## src/rtl/instr_fetch_pkg.sv

```systemverilog
// Shared fetch-stage constants: default widths, reset PC and memory depth.
package instr_fetch_pkg;

    localparam int            ADDR_W_DEF   = 12;
    localparam int            DATA_W_DEF   = 12;
    localparam logic [11:0]   RESET_PC_DEF = 12'h000;
    localparam int            IMEM_DEPTH   = 4096;
    localparam int            BUF_DEPTH    = 2;
    localparam int            CNT_W        = 2;

    // Slots still free once the buffered words and the outstanding read are counted.
    function automatic logic has_credit(input logic [CNT_W-1:0] count, input logic inflight);
        return ({1'b0, count} + {2'b00, inflight}) < 3'(BUF_DEPTH);
    endfunction

endpackage

```

## src/rtl/fetch_buf.sv

```systemverilog
// Two-entry {pc, instr} skid FIFO between the instruction memory and decode.
// Entry 0 is always the head; flush empties it in one cycle.
module fetch_buf
    import instr_fetch_pkg::*;
#(
    parameter int ADDR_W = ADDR_W_DEF,
    parameter int DATA_W = DATA_W_DEF
) (
    input  logic              clk,
    input  logic              rst_n,
    input  logic              push_i,
    input  logic [ADDR_W-1:0] push_pc_i,
    input  logic [DATA_W-1:0] push_instr_i,
    input  logic              pop_i,
    input  logic              flush_i,
    output logic [ADDR_W-1:0] head_pc_o,
    output logic [DATA_W-1:0] head_instr_o,
    output logic [CNT_W-1:0]  count_o
);

    logic [ADDR_W-1:0] pc_q    [BUF_DEPTH];
    logic [DATA_W-1:0] instr_q [BUF_DEPTH];
    logic [CNT_W-1:0]  count_q;

    // Storage and occupancy; push into the slot after the last valid entry,
    // pop shifts entry 1 down so the head stays in slot 0.
    always_ff @(posedge clk or negedge rst_n) begin
        if (!rst_n) begin
            count_q    <= '0;
            pc_q[0]    <= '0;
            pc_q[1]    <= '0;
            instr_q[0] <= '0;
            instr_q[1] <= '0;
        end else if (flush_i) begin
            count_q <= '0;
        end else begin
            unique case ({push_i, pop_i})
                2'b10: begin
                    if (count_q == 2'd0) begin
                        pc_q[0]    <= push_pc_i;
                        instr_q[0] <= push_instr_i;
                        count_q    <= count_q + 2'd1;
                    end else if (count_q == 2'd1) begin
                        pc_q[1]    <= push_pc_i;
                        instr_q[1] <= push_instr_i;
                        count_q    <= count_q + 2'd1;
                    end
                end
                2'b01: begin
                    pc_q[0]    <= pc_q[1];
                    instr_q[0] <= instr_q[1];
                    count_q    <= count_q - 2'd1;
                end
                2'b11: begin
                    // Occupancy unchanged; the new word lands right behind the survivor.
                    if (count_q == 2'd1) begin
                        pc_q[0]    <= push_pc_i;
                        instr_q[0] <= push_instr_i;
                    end else if (count_q == 2'd2) begin
                        pc_q[0]    <= pc_q[1];
                        instr_q[0] <= instr_q[1];
                        pc_q[1]    <= push_pc_i;
                        instr_q[1] <= push_instr_i;
                    end
                end
                default: ;
            endcase
        end
    end

    assign count_o      = count_q;
    assign head_pc_o    = (count_q == 2'd0) ? '0 : pc_q[0];
    assign head_instr_o = (count_q == 2'd0) ? '0 : instr_q[0];

endmodule

```

## src/rtl/instr_fetch.sv

```systemverilog
// Fetch stage: owns the PC, keeps one read in flight to the synchronous
// instruction memory and hands {pc, instr} to decode through a 2-entry buffer.
module instr_fetch
    import instr_fetch_pkg::*;
#(
    parameter int                ADDR_W   = ADDR_W_DEF,
    parameter int                DATA_W   = DATA_W_DEF,
    parameter logic [ADDR_W-1:0] RESET_PC = ADDR_W'(RESET_PC_DEF)
) (
    input  logic              clk,
    input  logic              rst_n,
    output logic [ADDR_W-1:0] imem_addr,
    input  logic [DATA_W-1:0] imem_data,
    input  logic              redirect_valid,
    input  logic [ADDR_W-1:0] redirect_pc,
    output logic              out_valid,
    input  logic              out_ready,
    output logic [ADDR_W-1:0] out_pc,
    output logic [DATA_W-1:0] out_instr
);

    logic [ADDR_W-1:0] fetch_pc_q, fetch_pc_d;
    logic [ADDR_W-1:0] inflight_pc_q, inflight_pc_d;
    logic              inflight_q, inflight_d;
    logic [CNT_W-1:0]  count;
    logic              pop, push, issue;

    // A redirect hides the wrong-path head and claims the memory port.
    assign out_valid = (count != '0) && !redirect_valid;
    assign pop       = out_valid && out_ready;
    assign push      = inflight_q && !redirect_valid;
    assign issue     = redirect_valid || pop || has_credit(count, inflight_q);
    assign imem_addr = redirect_valid ? redirect_pc : fetch_pc_q;

    // Next PC / in-flight tracking; a read is issued only when its response has a slot.
    always_comb begin
        fetch_pc_d    = fetch_pc_q;
        inflight_pc_d = inflight_pc_q;
        inflight_d    = 1'b0;
        if (issue) begin
            inflight_d    = 1'b1;
            inflight_pc_d = imem_addr;
            fetch_pc_d    = imem_addr + ADDR_W'(1);
        end
    end

    // Fetch control registers.
    always_ff @(posedge clk or negedge rst_n) begin
        if (!rst_n) begin
            fetch_pc_q    <= RESET_PC;
            inflight_q    <= 1'b0;
            inflight_pc_q <= '0;
        end else begin
            fetch_pc_q    <= fetch_pc_d;
            inflight_q    <= inflight_d;
            inflight_pc_q <= inflight_pc_d;
        end
    end

    fetch_buf #(
        .ADDR_W (ADDR_W),
        .DATA_W (DATA_W)
    ) u_buf (
        .clk          (clk),
        .rst_n        (rst_n),
        .push_i       (push),
        .push_pc_i    (inflight_pc_q),
        .push_instr_i (imem_data),
        .pop_i        (pop),
        .flush_i      (redirect_valid),
        .head_pc_o    (out_pc),
        .head_instr_o (out_instr),
        .count_o      (count)
    );

endmodule

```

## config.mk

```make
export PLATFORM = sky130hd
export DESIGN_NAME = instr_fetch
export DESIGN_NICKNAME = d
export VERILOG_FILES = /design/src/rtl/instr_fetch_pkg.sv /design/src/rtl/fetch_buf.sv /design/src/rtl/instr_fetch.sv
export SDC_FILE = /design/constraint.sdc
export NUM_CORES = 1
export LEC_CHECK = 0
export CAP_MARGIN = 10
export CORE_MARGIN = 3
export CORE_UTILIZATION = 35
export DETAILED_ROUTE_END_ITERATION = 8
export REMOVE_ABC_BUFFERS = 1
export SETUP_SLACK_MARGIN = 0.1
export SYNTH_ARGS = -nofsm -noshare
export SYNTH_HDL_FRONTEND = slang
export SYNTH_HIERARCHICAL = 1
export SYNTH_SLANG_ARGS = --single-unit
export TNS_END_PERCENT = 10
```

## constraint.sdc

```tcl
create_clock -name clk -period 3.85 [get_ports clk]
set_input_delay 0.5775 -clock clk [delete_from_list [all_inputs] [get_ports clk]]
set_output_delay 0.5775 -clock clk [all_outputs]
set_load 0.01 [all_outputs]
```

==> metrics.yaml, run 1 <==
timing:
  finalCritPeriodShare: 0.793
  finalMaxSlewViolations: 0
  rsz0062_at_grt: "no"
  slew_headroom: 0.359
  fin_tns_setup_ns: 0
  fin_skew_ns: 0.00867
  hold_viol: 0
  fmaxAchievable_mhz: 327
  worst_slew_pin_slew_ns: 0.961
  fin_crit_ns: 3.05
  setup_viol: 0
die:
  dieWidth_um: 112
  rows: 38
  die_h_um: 112
  die_area_um2: 12600
  core_um2: 10900
  ios: 65
  start_util: 0.361
clocking:
  cts_tree: "built"
  hold_buffers: 0
  root_buffer: "clkbuf_16"
  post_cts_resized: 0
  h-tree-depth: 3
  cts_buffers: 9
  postCtsSetupBuffers: 0
  clock_sinks: 75
  clk_pin_slew_worst_paths_ns: 0.06
  clock_latency_ns: 0.33
  cts_buffer_depth: 2
pwr:
  p_leak_nw: 2.04
  power.internal_w: 0.00244
  swShare: 0.313
  p_total_w: 0.00355
  combPwrFrac: 0.386
  switchingPower_w: 0.00111
  power_density_nw_per_um2: 713
  clock_power_share: 0.233
  peakVddDrop_mv: 0.267
  seqPwrFrac: 0.381
logic_synthesis:
  yosysTopAreaCell: "dfrtp_1"
  synthMuxAreaShare: 0.243
  seq_area_frac_synth: 0.475
  yosys.area_share.simple: 0.119
  synthAdderAreaFrac: 0.0158
  synth_top_family_by_area: "multiplexers"
  ys_types: 46
  postSynthCellCount: 328
  synth_area_leaders: "dfrtp_1 47%, mux2_2 22%, nor2b_1 4.0%, nor2_1 2.8%, a21oi_1 1.8%"
  yosys_warnings: 6
  synth_seq_cells: 75
  syn_area_um2: 3950
  synth.avg_cell_area_um2: 12.0
  yosysTopAreaCellShare: 0.475
  async_reset_ff_frac: 1.00
  synth_compound_area_frac: 0.0874
  synth-edff-count: 0
  synth_flop_cell: "dfrtp_1"
  synth_xor_area_frac: 0.0111
cells_and_area:
  antenna_cells: 0
  syn_to_final_growth_pct: 25.9
  n_fill_cell: 1051
  fin_nets: 426
  finalNonFillerCells: 538
  drive_above_1_share: 0.304
global_routing:
  grt_max_degree: 76
  overflow: 0
  antenna_found_initial: 0
  grt_use_met2: 0.236
  grt_pass1_wl_um: 14200
  grt_pass1_vias: 2791
  use_met1: 0.173
  busiest_layer: "met2"
  grt_use_total: 0.139
  grtUsageMet3: 0.0420
routing:
  avgViaCountPerCell: 4.92
  ant_nets: 0
  wirelength_um: 8290
  vias: 2649
  wire_per_inst_um: 15.4
  drc: 0
  dr.pass1.iters: 4
  drt_iter0_drc: 120
setup_path:
  cp_max_fo: 13
  path_class: "in2out"
  cp.required_ns: 3.27
  worstPathArrival_ns: 2.48
  worstSetupEndpointType: "output pin"
  startpoint_type: "primary input"
min_path:
  worst_hold_path_type: "in2async"
placed_design:
  dp_cells: 522
  dpl.hpwl_um: 5710
  gp_congestion: 0.848
  port_buffers: 64
job:
  maxCapViolCount: 0
status:
  status: "finished, final reports clean"
## synth_stat cells, types with 2 or more instances
cell / number
a2111oi_4: 2
a211oi_1: 3
a21boi_2: 2
a21oi_1: 14
a31oi_1: 4
and4_4: 3
buf_2: 4
buf_4: 5
buf_6: 5
clkbuf_1: 2
dfrtp_1: 75
ha_1: 5
inv_1: 11
inv_2: 2
mux2_2: 76
mux2i_1: 3
mux2i_2: 3
nand2_1: 10
nand3_1: 2
nand3b_1: 2
nor2_1: 30
nor2b_1: 25
nor3_1: 5
o21ai_0: 3
o21bai_1: 3
o22ai_1: 2
o31ai_1: 3
o31ai_2: 2
xnor2_1: 5
## placed cells by master, fill, tap and decap left out, types with 2 or more instances in the layout
cell type | Yosys | layout
nor2_1 | 30 | 30
nand2_1 | 10 | 10
a2111oi_4 | 2 | 2
nand3_1 | 2 | 2
and4_4 | 3 | 3
clkbuf_16 | 0 | 9
o22ai_1 | 2 | 2
a21boi_2 | 2 | 2
mux2_2 | 76 | 76
o21ai_0 | 3 | 3
o31ai_1 | 3 | 3
a21oi_1 | 14 | 14
buf_4 | 5 | 8
a31oi_1 | 4 | 4
o21bai_1 | 3 | 3
a211oi_1 | 3 | 3
o31ai_2 | 2 | 2
nor2b_1 | 25 | 25
nor3_1 | 5 | 5
mux2i_2 | 3 | 3
mux2i_1 | 3 | 3
clkinv_2 | 0 | 3
dfrtp_1 | 75 | 75
clkdlybuf4s50_1 | 0 | 63
xnor2_1 | 5 | 5
nand3b_1 | 2 | 2
ha_1 | 5 | 5
inv_2 | 2 | 2
inv_1 | 11 | 11
## worst max-delay path, stage by stage
cell	delay, ns
clkdlybuf4s50_1	0.52
buf_4	0.25
mux2i_1	0.45
inv_1	0.16
clkdlybuf4s50_1	0.51
## stage by stage
stage | setup slack [ns] | hold WS, ns | utilization | area [um^2]
after global placement | 0.805 | 0.463 | 0.428 | 4680
final | 0.796 | 0.378 | 0.455 | 4980
after floorplan | 1.30 | 0.282 | - | 3810
after global routing | 0.657 | 0.454 | 0.455 | 4980
after CTS | 0.754 | 0.446 | 0.455 | 4980
after detailed placement | 0.759 | 0.468 | 0.428 | 4680
## per-layer routing
layer	share of wire	wire length [um]	up-vias
li1	-	-	1277
met1	0.45	3740	1316
met2	0.50	4120	47
met3	0.042	347	9
met4	0.0099	82	0
met5	0	0	-
## flip-flops by register name, indices dropped and copies added, names as in the netlist
name,flops
u_buf/instr_q,24
u_buf/pc_q,24
fetch_pc_q,12
inflight_pc_q,12
u_buf/count_o,2
inflight_q,1
## power by group through the flow
stage	Clock (W)	Combinational [W]	Sequential [W]
after global placement	0	0.00137	0.00135
final	0.000827	0.00137	0.00135
after detailed placement	0	0.00139	0.00137
after global routing	0.000893	0.00151	0.00140
after floorplan	0	0.000883	0.00130
after CTS	0.000852	0.00140	0.00136
## cell type report
| cell class | count | area [um^2] | share of cell area |
|---|---|---|---|
| well taps | 140 | 175 | 0.0352 |
| flip-flops and latches | 75 | 1880 | 0.377 |
| clock buffers | 11 | 243 | 0.0488 |
| clock inverters | 5 | 52.6 | 0.0106 |
| multi-input cells | 222 | 1880 | 0.378 |
| inverters | 14 | 55.1 | 0.0111 |
| repair buffers | 71 | 691 | 0.139 |
## cell families after synthesis
family	after synthesis
DFF	75
AOI/OAI and AO/OA	43
adders and majority gates	5
and+or+nand+nor	85
muxes	84
xor gates and xnor gates	5
buffers and inverters	31
## final timing paths
kind / start / to / slack (ns) / cells past startpoint
max: redirect_valid / imem_addr[9] / 0.80 / 5
min: rst_n / u_buf/count_o[0]$_DFFE_PN0P_ / 0.38 / 1
max reg2reg: u_buf/count_o[1]$_DFFE_PN0P_ / u_buf/pc_q[22]$_DFFE_PN0P_ / 1.32 / 6
min reg2reg: fetch_pc_q[8]$_DFFE_PN0P_ / fetch_pc_q[8]$_DFFE_PN0P_ / 0.48 / 2
max in group asynchronous: rst_n / u_buf/pc_q[20]$_DFFE_PN0P_ / 2.82 / 1
min in group clk: fetch_pc_q[8]$_DFFE_PN0P_ / fetch_pc_q[8]$_DFFE_PN0P_ / 0.48 / 2
Note: power is estimated with default switching activity, not from simulation.
==> run 2, diff against run 1 <==
clock period = 2.85 ns   (was 3.85 ns; I/O delays follow)
==> metrics.yaml, run 2 (synthesis gave the netlist of run 1 again) <==
status:
  status: "finished, final reports clean"
pwr:
  p_total_w: 0.00492  # +39%
  p_leak_nw: 2.11  # +3.1%
  peakVddDrop_mv: 0.350  # +31%
  power_density_nw_per_um2: 963  # +35%
setup_path:
  worstSetupEndpointType: "output pin"
  slowest_stage: "clkdlybuf4s50_1"
  path_common_cell: "clkdlybuf4s50_1"
  worstPathArrival_ns: 2.21  # -0.27 ns
  rrSetupSlack_ns: 0.58  # -0.74 ns
  timing.critical_path.buf_inv: 4  # unchanged
  crit_chain: "clkdlybuf4s50_1 > buf_6 > mux2i_1 > inv_1 > clkdlybuf4s50_1"
  crit_start: "redirect_valid"
  slowest_delay_ns: 0.54  # +0.02 ns
  cp_max_fo: 21  # +8
  cp.required_ns: 2.42  # -0.85 ns
  crit_end: "imem_addr[8]"
  crit_family: "buffers and inverters"
  worstRegToRegCells: 8  # +2
  startpoint_type: "primary input"
  r2r-end: "u_buf/pc_q[2]$_DFFE_PN0P_"
  r2r-start: "u_buf/count_o[0]$_DFFE_PN0P_"
  critical_path_depth: 5  # unchanged
  path_class: "in2out"
cells_and_area:
  drive_above_1_share: 0.324  # +0.0195
  final_cell_mix: "76 x mux2_2, 75 x dfrtp_1, 63 x clkdlybuf4s50_1"
  finalNonFillerCells: 548  # +1.9%
  syn_to_final_growth_pct: 29.3
  n_fill_cell: 1047  # -0.38%
  fin_nets: 436  # +2.3%
  post-route-util: 0.467  # +0.0120
  final_common_cell: "mux2_2"
  antenna_cells: 0  # unchanged
  top_regs: "u_buf/instr_q: 24 flops, u_buf/pc_q: 24 flops"
timing:
  rsz0062_at_grt: "no"
  fin_tns_setup_ns: 0  # unchanged
  finalCritPeriodShare: 0.925
  worst_slew_pin_slew_ns: 0.964  # +0.00318 ns
  finalMaxSlewViolations: 0  # unchanged
  fin_hold_ws_ns: 0.242  # -0.137 ns
  slew_headroom: 0.357  # -0.00212
  hold_viol: 0  # unchanged
  fmaxAchievable_mhz: 380
  setup_viol: 0  # unchanged
  fin_skew_ns: 0.0118  # +0.00314 ns
  fin_crit_ns: 2.63
routing:
  drc: 0  # unchanged
  drt_iter0_drc: 77  # -36%
  avgViaCountPerCell: 4.87  # -1.1%
  ant_nets: 0  # unchanged
  wirelength_um: 8270  # -0.30%
  dr.pass1.iters: 4  # unchanged
  vias: 2668  # +0.72%
  wire_per_inst_um: 15.1  # -2.1%
clocking:
  root_buffer: "clkbuf_16"
  cts_buffer_depth: 2  # unchanged
  clock_sinks: 75  # unchanged
  clock_latency_ns: 0.33  # about the same
  cts_tree: "built"
  h-tree-depth: 3  # unchanged
  clk_pin_slew_worst_paths_ns: 0.06  # about the same
  cts_buffers: 9  # unchanged
  hold_buffers: 0  # unchanged
placed_design:
  gp_congestion: 0.790  # -6.8%
  dp_cells: 532  # +1.9%
  port_buffers: 64  # unchanged
  dpl.hpwl_um: 5750  # +0.62%
die:
  ios: 65  # unchanged
  start_util: 0.361  # unchanged
  core_um2: 10900  # unchanged
  dieWidth_um: 112  # unchanged
  rows: 38  # unchanged
  die_area_um2: 12600  # unchanged
  die_h_um: 112  # unchanged
global_routing:
  antenna_found_initial: 0  # unchanged
  grt_pass1_wl_um: 14400  # +2.0%
  overflow: 0  # unchanged
  grt_pass1_vias: 2812  # +0.75%
  grt_max_degree: 76  # unchanged
  grt_use_total: 0.141  # +0.00238
min_path:
  worst_hold_path_type: "in2async"
job:
  maxCapViolCount: 0  # unchanged
==> run 2: changes by cell type in the layout (fill, tap and decap cells not counted), sizes merged <==
cell	previous run	this run
buf	8	18
clkinv	3	1
inv	14	16
clkbuf	11	10
clkinvlp	1	2
==> run 2: worst min-delay path by stage <==
stage,endpoint,startpoint,depth (start not counted),slack [ns]
after CTS,fetch_pc_q[1]$_DFFE_PN0P_,rst_n,1,0.29
after global routing,u_buf/instr_q[18]$_DFFE_PN0P_,rst_n,1,0.32
after floorplan,fetch_pc_q[0]$_DFFE_PN0P_,rst_n,0,0.13
after detailed placement,fetch_pc_q[11]$_DFFE_PN0P_,fetch_pc_q[11]$_DFFE_PN0P_,2,0.48
final,u_buf/instr_q[18]$_DFFE_PN0P_,rst_n,1,0.24
after global placement,u_buf/pc_q[3]$_DFFE_PN0P_,u_buf/pc_q[3]$_DFFE_PN0P_,1,0.46
==> run 2: repair_timing <==
action                                  4_1_cts  5_1_grt
buffers inserted                              0        0
endpoints found under the setup margin        0        3
endpoints found under the hold margin         0        0
resized for setup                             0        1
==> run 2: cell type report <==
type | instances | area (um^2) | area share
multi-input combinational | 222 | 1880 | 0.369
sequential | 75 | 1880 | 0.367
timing repair buffer | 81 | 807 | 0.158
clock buffer | 10 | 239 | 0.0468
tap | 140 | 175 | 0.0343
clock inverter | 6 | 71.3 | 0.0140
inverter | 14 | 55.1 | 0.0108
==> run 2: stage by stage <==
step / instance area [um^2] / worst slack, ns
floorplan: 3810 / 0.323
global placement: 4790 / 0.142
detailed placement: 4790 / 0.104
CTS: 5100 / 0.135
global route: 5110 / 0.120
finish: 5110 / 0.215
==> run 2: report_power, final <==
| part | total (W) | switching, W | internal, W |
|---|---|---|---|
| combinational | 0.00193 | 0.000814 | 0.00111 |
| clock | 0.00117 | 0.000457 | 0.000709 |
| sequential | 0.00182 | 0.000270 | 0.00155 |
==> run 2: routing by layer <==
metal  track usage  up-vias  routed length (um)
met1         0.192     1309                3900
met5             0        -                   0
met2         0.226       48                3980
li1              -     1301                   -
met4        0.0401        0                  90
met3        0.0334       10                 300
==> run 3, diff against run 2 <==
ABC_CLOCK_PERIOD_IN_PS = 2850   (was not set)
REMOVE_ABC_BUFFERS = not set   (was 1)
==> metrics.yaml, run 3 (synthesis gave the netlist of run 1 again) <==
status:
  status: "finished, final reports clean"
die:
  start_util: 0.361  # unchanged
  dieWidth_um: 112  # unchanged
  die_h_um: 112  # unchanged
  rows: 38  # unchanged
  die_area_um2: 12600  # unchanged
  ios: 65  # unchanged
  core_um2: 10900  # unchanged
global_routing:
  grt_pass1_vias: 2723  # -3.2%
  grt_use_total: 0.136  # -0.00540
  grt_pass1_wl_um: 13800  # -4.2%
  overflow: 0  # unchanged
  grt_max_degree: 76  # unchanged
  antenna_found_initial: 0  # unchanged
cells_and_area:
  syn_to_final_growth_pct: 28.3
  drive_above_1_share: 0.322  # -0.00166
  antenna_cells: 0  # unchanged
  fin_nets: 435  # -0.23%
  final_common_cell: "mux2_2"
  post-route-util: 0.464  # -0.00343
  top_regs: "u_buf/instr_q: 24 flops, u_buf/pc_q: 24 flops"
  final_cell_mix: "76 x mux2_2, 75 x dfrtp_1, 63 x clkdlybuf4s50_1"
  finalNonFillerCells: 547  # -0.18%
  final_area_um2: 5070  # -0.74%
timing:
  fin_tns_setup_ns: 0  # unchanged
  worst_slew_pin_slew_ns: 0.947  # -0.0174 ns
  slew_headroom: 0.369  # +0.0116
  fmaxAchievable_mhz: 384  # +1.2%
  hold_viol: 0  # unchanged
  fin_skew_ns: 0.00921  # -0.00260 ns
  fin_crit_ns: 2.60  # -0.0316 ns
  finalCritPeriodShare: 0.913  # -0.0111
  finalMaxSlewViolations: 0  # unchanged
  rsz0062_at_grt: "no"
  setup_viol: 0  # unchanged
setup_path:
  rrSetupSlack_ns: 0.57  # about the same
  worstRegToRegCells: 8  # unchanged
  worstSetupEndpointType: "output pin"
  startpoint_type: "primary input"
  cp.required_ns: 2.42  # about the same
  path_common_cell: "clkdlybuf4s50_1"
  slowest_delay_ns: 0.51  # -0.03 ns
  worstPathArrival_ns: 2.18  # -0.03 ns
  r2r-start: "u_buf/count_o[0]$_DFFE_PN0P_"
  path_class: "in2out"
  r2r-end: "u_buf/instr_q[1]$_DFFE_PN0P_"
  cp_max_fo: 16  # -24%
  slowest_stage: "clkdlybuf4s50_1"
  crit_chain: "clkdlybuf4s50_1 > buf_4 > mux2_2 > clkdlybuf4s50_1"
clocking:
  clock_latency_ns: 0.33  # about the same
  root_buffer: "clkbuf_16"
  postCtsSetupBuffers: 0  # unchanged
  clk_pin_slew_worst_paths_ns: 0.06  # about the same
  h-tree-depth: 3  # unchanged
  clock_sinks: 75  # unchanged
  post_cts_resized: 0  # unchanged
  hold_buffers: 0  # unchanged
  cts_tree: "built"
  cts_buffer_depth: 2  # unchanged
  cts_buffers: 9  # unchanged
routing:
  dr.pass1.iters: 4  # unchanged
  wirelength_um: 8210  # -0.74%
  vias: 2694  # +0.97%
  drc: 0  # unchanged
  drt_iter0_drc: 99  # +29%
  ant_nets: 0  # unchanged
  wire_per_inst_um: 15.0  # -0.56%
  avgViaCountPerCell: 4.93  # +1.2%
pwr:
  p_leak_nw: 2.08  # -1.1%
  peakVddDrop_mv: 0.354  # +1.2%
  p_total_w: 0.00481  # -2.3%
  power_density_nw_per_um2: 948  # -1.5%
placed_design:
  dp_cells: 531  # -0.19%
  dpl.hpwl_um: 5590  # -2.8%
  placed_area_um2: 4790  # -0.16%
  gp_congestion: 0.758  # -4.0%
  port_buffers: 64  # unchanged
logic_synthesis:
  synth_fp_nets: 361
min_path:
  worst_hold_path_type: "in2async"
job:
  maxCapViolCount: 0  # unchanged
[run 3: changes by cell type in the layout (fill, tap and decap cells not counted), sizes merged]
cell	change
inv	+1
buf	-1
bufinv	-1
clkbuf	-1
clkinv	+1
[run 3: worst max path at each step]
| stage | from | slack, ns | end |
|---|---|---|---|
| final | redirect_valid | 0.25 | imem_addr[7] |
| after global routing | redirect_valid | 0.19 | imem_addr[7] |
| after CTS | redirect_valid | 0.24 | imem_addr[7] |
| after detailed placement | redirect_valid | 0.19 | u_buf/instr_q[12]$_DFFE_PN0P_ |
| after global placement | redirect_valid | 0.24 | imem_addr[7] |
| after floorplan | redirect_valid | 0.40 | u_buf/instr_q[13]$_DFFE_PN0P_ |
[run 3: final cells by class]
class | instances | area (um^2)
Fill cell | 1053 | 5870
Tap cell | 140 | 175
Multi-Input combinational cell | 222 | 1880
Clock buffer | 9 | 225
Inverter | 14 | 55.1
Sequential cell | 75 | 1880
Clock inverter | 7 | 58.8
Timing Repair Buffer | 80 | 796
[run 3: metal layers]
layer  track usage  vias up  routed length [um]  part of all wire
li1              -     1308                   -                 -
met5             0        -                   0                 0
met3        0.0383        9                 435             0.053
met1         0.188     1305                4050              0.49
met4        0.0361        0                  91             0.011
met2         0.211       72                3640              0.44
[run 3: per-stage QoR]
step / hold WS, ns / worst slack, ns
2_1_floorplan: 0.132 / 0.400
3_3_place_gp: 0.464 / 0.241
3_5_place_dp: 0.472 / 0.186
4_1_cts: 0.288 / 0.239
5_1_grt: 0.318 / 0.188
6_report: 0.252 / 0.247
[run 3: power breakdown]
part | leakage [nW] | total [W] | internal (W) | switching, W
clock | 0.133 | 0.00108 | 0.000602 | 0.000476
combinational | 1.04 | 0.00190 | 0.00109 | 0.000808
sequential | 0.911 | 0.00183 | 0.00155 | 0.000279
[run 3: critical path, delay by kind of cell]
| family | cells | cell delay (ns) |
|---|---|---|
| buf+inv | 3 | 1.29 |
| mux | 1 | 0.45 |
==> patch 1, RTL diff (flow settings as in run 2) <==
`CNT_W`: 2 -> 4.
--- a/src/rtl/instr_fetch_pkg.sv
+++ b/src/rtl/instr_fetch_pkg.sv
@@ -8,3 +8,3 @@
     localparam int            BUF_DEPTH    = 2;
-    localparam int            CNT_W        = 2;
+    localparam int            CNT_W        = 4;
 
Behaviour: no difference found for any inputs over 4 cycles, from zero or initial values and one cycle with rst_n low; that may be too few to reach the edited logic, so the function may still have changed.
==> patch 1 against run 2 <==
Global-route usage fell by 0.26 points. Sequential cell count rose by 2. Power up 19%. Critical path depth up 1. Wire length is 5.8% higher. Via count increased by 0.15%. Largest cell class unchanged. Worst setup slack worse by 0.090 ns. Largest power group unchanged. Synthesized area is 3.0% higher. Design area grew 2.1%. Maximum frequency decreased by 3.3%.
==> patch 1: results (changes against run 2) <==
synthesis:
  synthCells: 319  # was 328
  synthTopCellsByCount: "mux2_2, dfrtp_1, nor2b_1, nor2_1, mux2_4"  # was mux2_2, dfrtp_1, nor2_1, nor2b_1, a21oi_1
  synth_seq_area_share_pct: 47.3  # was 47.5%
  yosys-top-cells-area: "dfrtp_1, mux2_2, mux2_4, nor2b_1, ha_1"  # was dfrtp_1, mux2_2, nor2b_1, nor2_1, a21oi_1
  ys_types: 48  # was 46
place:
  dp_cells: 519  # was 532
  place_hpwl_um: 5780  # was 5750 µm
  placed_cell_area_um2: 4880  # was 4790 µm²
  dpl_worst_slack_ns: 0.143  # was 0.104 ns
  globalplace.congestion: 0.828  # was 0.790
power_and_ir_drop:
  leakage_nw: 2.25  # was 2.11 nW
  ir_drop_mv: 0.466  # was 0.350 mV
global_route:
  first_global_vias: 2761  # was 2812
  grt_usage_pct: 13.9  # was 14.1%
status:
  status: "finished, final reports clean"  # unchanged
drt:
  vias: 2672  # was 2668
  drt_iter0_drc: 115  # was 77
  wl_um: 8750  # was 8270 µm
clock_tree:
  clockBufferDepth: 2  # unchanged
  clk-insertion-delay-late_ns: 0.33  # about the same
worst_setup_path:
  cp_data_arrival_time_ns: 2.30  # was 2.21 ns
  cp_max_fo: 8  # was 21
sta:
  finClkSkew_ns: 0.0108  # was 0.0118 ns
  timing.slew.headroom_pct: 34.6  # was 35.7%
finish:
  drive_gt1_share_pct: 33.1  # was 32.4%
  layout.area.seq_um2: 1930  # was 1880 µm²
  final_nets: 427  # was 436
-- patch 1: logic make-up (layout without fill, tap and decap cells) --
group | count (synthesis) | count (layout) | share of synthesized area (%)
muxes | 98 | 98 | 28.0
DFF | 77 | 77 | 47.3
and+or+nand+nor | 72 | 72 | 10.3
buffers and inverters | 27 | 104 | 4.83
AOI/OAI and AO/OA | 25 | 25 | 4.61
xor gates and xnor gates | 13 | 13 | 2.80
adders and majority gates | 7 | 7 | 2.15
-- patch 1: layout make-up --
type,count,area share [%]
Clock inverter,5,1.18
Inverter,9,0.648
Sequential cell,77,37.0
Timing Repair Buffer,80,15.7
Clock buffer,10,4.58
Multi-Input combinational cell,215,37.6
Tap cell,140,3.36
-- patch 1: path summary, 6_finish.rpt --
check / end / startpoint / slack [ns] / cells past startpoint
worst min-delay path: u_buf/instr_q[14] / rst_n / 0.26 / 1
max in group asynchronous: u_buf/count_o[0] / rst_n / 1.90 / 1
min in group clk: u_buf/instr_q[12] / u_buf/instr_q[12] / 0.50 / 1
worst max register to register: u_buf/pc_q[18] / u_buf/count_o[2] / 0.47 / 7
worst max-delay path: out_pc[5] / u_buf/count_o[0] / 0.13 / 6
worst min register to register: u_buf/instr_q[12] / u_buf/instr_q[12] / 0.50 / 1
-- patch 1: what timing repair did --
| action | in CTS | in global routing |
|---|---|---|
| setup buffers | 0 | 0 |
| cloned | 0 | 2 |
| endpoints found under the setup margin | 4 | 17 |
| resized for setup | 2 | 6 |
-- patch 1: per-layer routing --
| layer | global-route usage [%] | vias to the layer above | part of all wire [%] | routed length (µm) |
|---|---|---|---|---|
| met5 | 0 | - | 0 | 0 |
| met4 | 4.99 | 0 | 1.4 | 119 |
| met3 | 2.65 | 9 | 3.7 | 324 |
| met2 | 21.1 | 63 | 46 | 4020 |
| met1 | 19.7 | 1328 | 49 | 4280 |
| li1 | - | 1272 | - | - |
-- patch 1: critical path: stages (launching register included) --
cell and delay, ns:
dfrtp_2 0.46, inv_1 0.13, ha_1 0.19, nor3b_4 0.35
clkbuf_4 0.29, nor2b_1 0.07, clkdlybuf4s50_1 0.48
-- patch 1: power by group through the flow --
stage	combinational [mW]	sequential, mW	clock [mW]
after global routing	3.01	2.02	1.23
after global placement	2.65	1.94	0
after detailed placement	2.68	1.96	0
final	2.77	1.95	1.15
after CTS	2.71	1.95	1.18
after floorplan	1.68	1.85	0
==> patch 2, RTL diff (flow settings as in run 2) <==
Without the edit above. Reset style: synchronous (`rst_n`), changed in 2 clocked blocks.
--- a/src/rtl/fetch_buf.sv
+++ b/src/rtl/fetch_buf.sv
@@ -26,3 +26,3 @@
     // pop shifts entry 1 down so the head stays in slot 0.
-    always_ff @(posedge clk or negedge rst_n) begin
+    always_ff @(posedge clk) begin
         if (!rst_n) begin
--- a/src/rtl/instr_fetch.sv
+++ b/src/rtl/instr_fetch.sv
@@ -47,3 +47,3 @@
     // Fetch control registers.
-    always_ff @(posedge clk or negedge rst_n) begin
+    always_ff @(posedge clk) begin
         if (!rst_n) begin
Function: differs if rst_n is asserted again (counterexample within 4 cycles, from zero or initial values and one cycle with rst_n low); with rst_n held inactive, the same outputs for 4 cycles.
==> patch 2 against run 2 <==
Design area decreased by 2.6%. Sequential cell count unchanged. Worst setup slack got worse by 0.040 ns. Wire length decreased by 2.2%. Synthesized area decreased by 0.82%. Critical path depth decreased by 1. Synthesized cell count increased by 15%.
Power is not compared: it rests on default switching activity, and its combinational part moved more than twofold at a synthesized area within 25%.
==> patch 2: results (changes against run 2) <==
finish:
  top_regs: "u_buf/instr_q x24, u_buf/pc_q x24"  # unchanged
  n_fill_cell: 1053  # was 1047
  final_nets: 479  # was 436
  drive_gt1_share_pct: 20.4  # was 32.4%
  antenna_cells: 0  # unchanged
synthesis:
  synth_compound_area_share_pct: 12.6  # was 8.74%
  synth_edf_count: 48  # was 0
  synth_warnings: 6  # unchanged
  yosys-top-cells-area: "edfxtp_1, dfxtp_1, nand2_1, a21oi_2, and2_4"  # was dfrtp_1, mux2_2, nor2b_1, nor2_1, a21oi_1
  synthXorXnorAreaFrac_pct: 1.12  # was 1.11%
  ys_types: 57  # was 46
  synthTopCellsByCount: "nand2_1, edfxtp_1, nor2_1, dfxtp_1, nor2b_1"  # was mux2_2, dfrtp_1, nor2_1, nor2b_1, a21oi_1
  synth_seq_area_share_pct: 50.6  # was 47.5%
  synthMuxAreaShare_pct: 3.99  # was 24.3%
  synthAdderAreaFrac_pct: 1.60  # was 1.58%
  async_flop_share_pct: 0  # was 100%
clock_tree:
  clock_tree.root_cell: "clkbuf_8"  # was clkbuf_16
  clk-insertion-delay-late_ns: 0.34
  postCtsHoldBufs: 0  # unchanged
  cts_setup_buffers: 0  # unchanged
  cts_max_level: 3  # unchanged
  clockBufferDepth: 2  # unchanged
  cts_resized: 0  # unchanged
  clkSlewWorstSetupHoldPaths_ns: 0.07
  cts_buffers: 9  # unchanged
power_and_ir_drop:
  leakage_nw: 1.83
  ir_drop_mv: 0.243
  swShare_pct: 22.7
worst_setup_path:
  cp_data_arrival_time_ns: 2.25  # was 2.21 ns
  slowest_stage: "clkdlybuf4s50_1"  # unchanged
  cp_max_fo: 10  # was 21
  slowest_delay_ns: 0.67  # was 0.54 ns
drt:
  dr.pass1.iters: 4  # unchanged
  drc: 0  # unchanged
  wl_per_cell_um: 13.7  # was 15.1 µm
  drt_iter0_drc: 82  # was 77
  vias: 2849  # was 2668
global_route:
  grt_usage_pct: 13.0  # was 14.1%
  grt_pass1_wl_um: 13500  # was 14400 µm
  antenna_found_initial: 0  # unchanged
  grt_max_degree: 28  # was 76
sta:
  setup_tns_ns: 0  # unchanged
  timing.slew.headroom_pct: 34.2  # was 35.7%
  finClkSkew_ns: 0.00799  # was 0.0118 ns
place:
  place_hpwl_um: 5600  # was 5750 µm
  globalplace.congestion: 0.800  # was 0.790
  io_buffers: 64  # unchanged
status:
  status: "finished, final reports clean"  # unchanged
min_path:
  hp-class: "reg -> reg"  # was in -> async
-- patch 2: cell types whose count changed after synthesis, moves of 4 or more --
cell	change
nand4_1	+4
edfxtp_1	+48
clkbuf_1	+5
dfrtp_1	-75
inv_1	-4
dfxtp_1	+27
nand2_1	+54
a21oi_2	+19
a211oi_1	+4
nand3_1	+13
and2_4	+20
mux2_2	-69
and2_1	+4
-- patch 2: power groups by stage --
stage	Combinational, mW	Sequential, mW	Clock (mW)
5_1_grt	0.374	1.26	1.03
2_1_floorplan	0.178	1.27	0
6_report	0.342	1.25	0.947
3_3_place_gp	0.340	1.27	0
3_5_place_dp	0.344	1.28	0
4_1_cts	0.346	1.25	0.979
-- patch 2: layer usage --
layer	global-route usage (%)	share of wire, %	up-vias
li1	-	-	1440
met1	17.6	49	1335
met2	20.6	45	67
met3	3.21	5.0	7
met4	4.30	0.96	0
met5	0	0	-
-- patch 2: kinds of logic after synthesis --
family	after synthesis
compound gates	61
xor+xnor	5
fa+ha+maj	5
buf+inv	32
flops	75
mux	13
simple gates	186
-- patch 2: critical path, delay by kind of cell --
kind | cells | cell delay, ns
buffers and inverters | 3 | 1.41
muxes | 1 | 0.40
-- patch 2: metrics by stage --
step	power (mW)	cell area (µm²)	setup WS [ns]	std cells
finish	2.54	4970	0.175	591
global route	2.66	4970	0.101	591
CTS	2.58	4970	0.159	591
detailed placement	1.62	4740	-0.0198	575
global placement	1.61	4740	0.0645	575
floorplan	1.45	3760	-1.64	354
-- patch 2: path summary, 6_finish.rpt --
path	startpoint	to	slack [ns]	cells after the start
max	redirect_valid	imem_addr[3]	0.17	4
min	fetch_pc_q[5]	fetch_pc_q[5]	0.47	2
max reg2reg	u_buf/count_o[0]	u_buf/instr_q[0][20]	0.50	6
min reg2reg	fetch_pc_q[5]	fetch_pc_q[5]	0.47	2
-- patch 2: cell type report --
cell class	count	area (µm²)	share of cell area [%]
Clock inverter	6	104	2.09
Sequential cell	75	1980	39.8
Multi-Input combinational cell	270	1760	35.4
Clock buffer	10	128	2.57
Inverter	9	33.8	0.679
Timing Repair Buffer	81	793	15.9
Tap cell	140	175	3.52
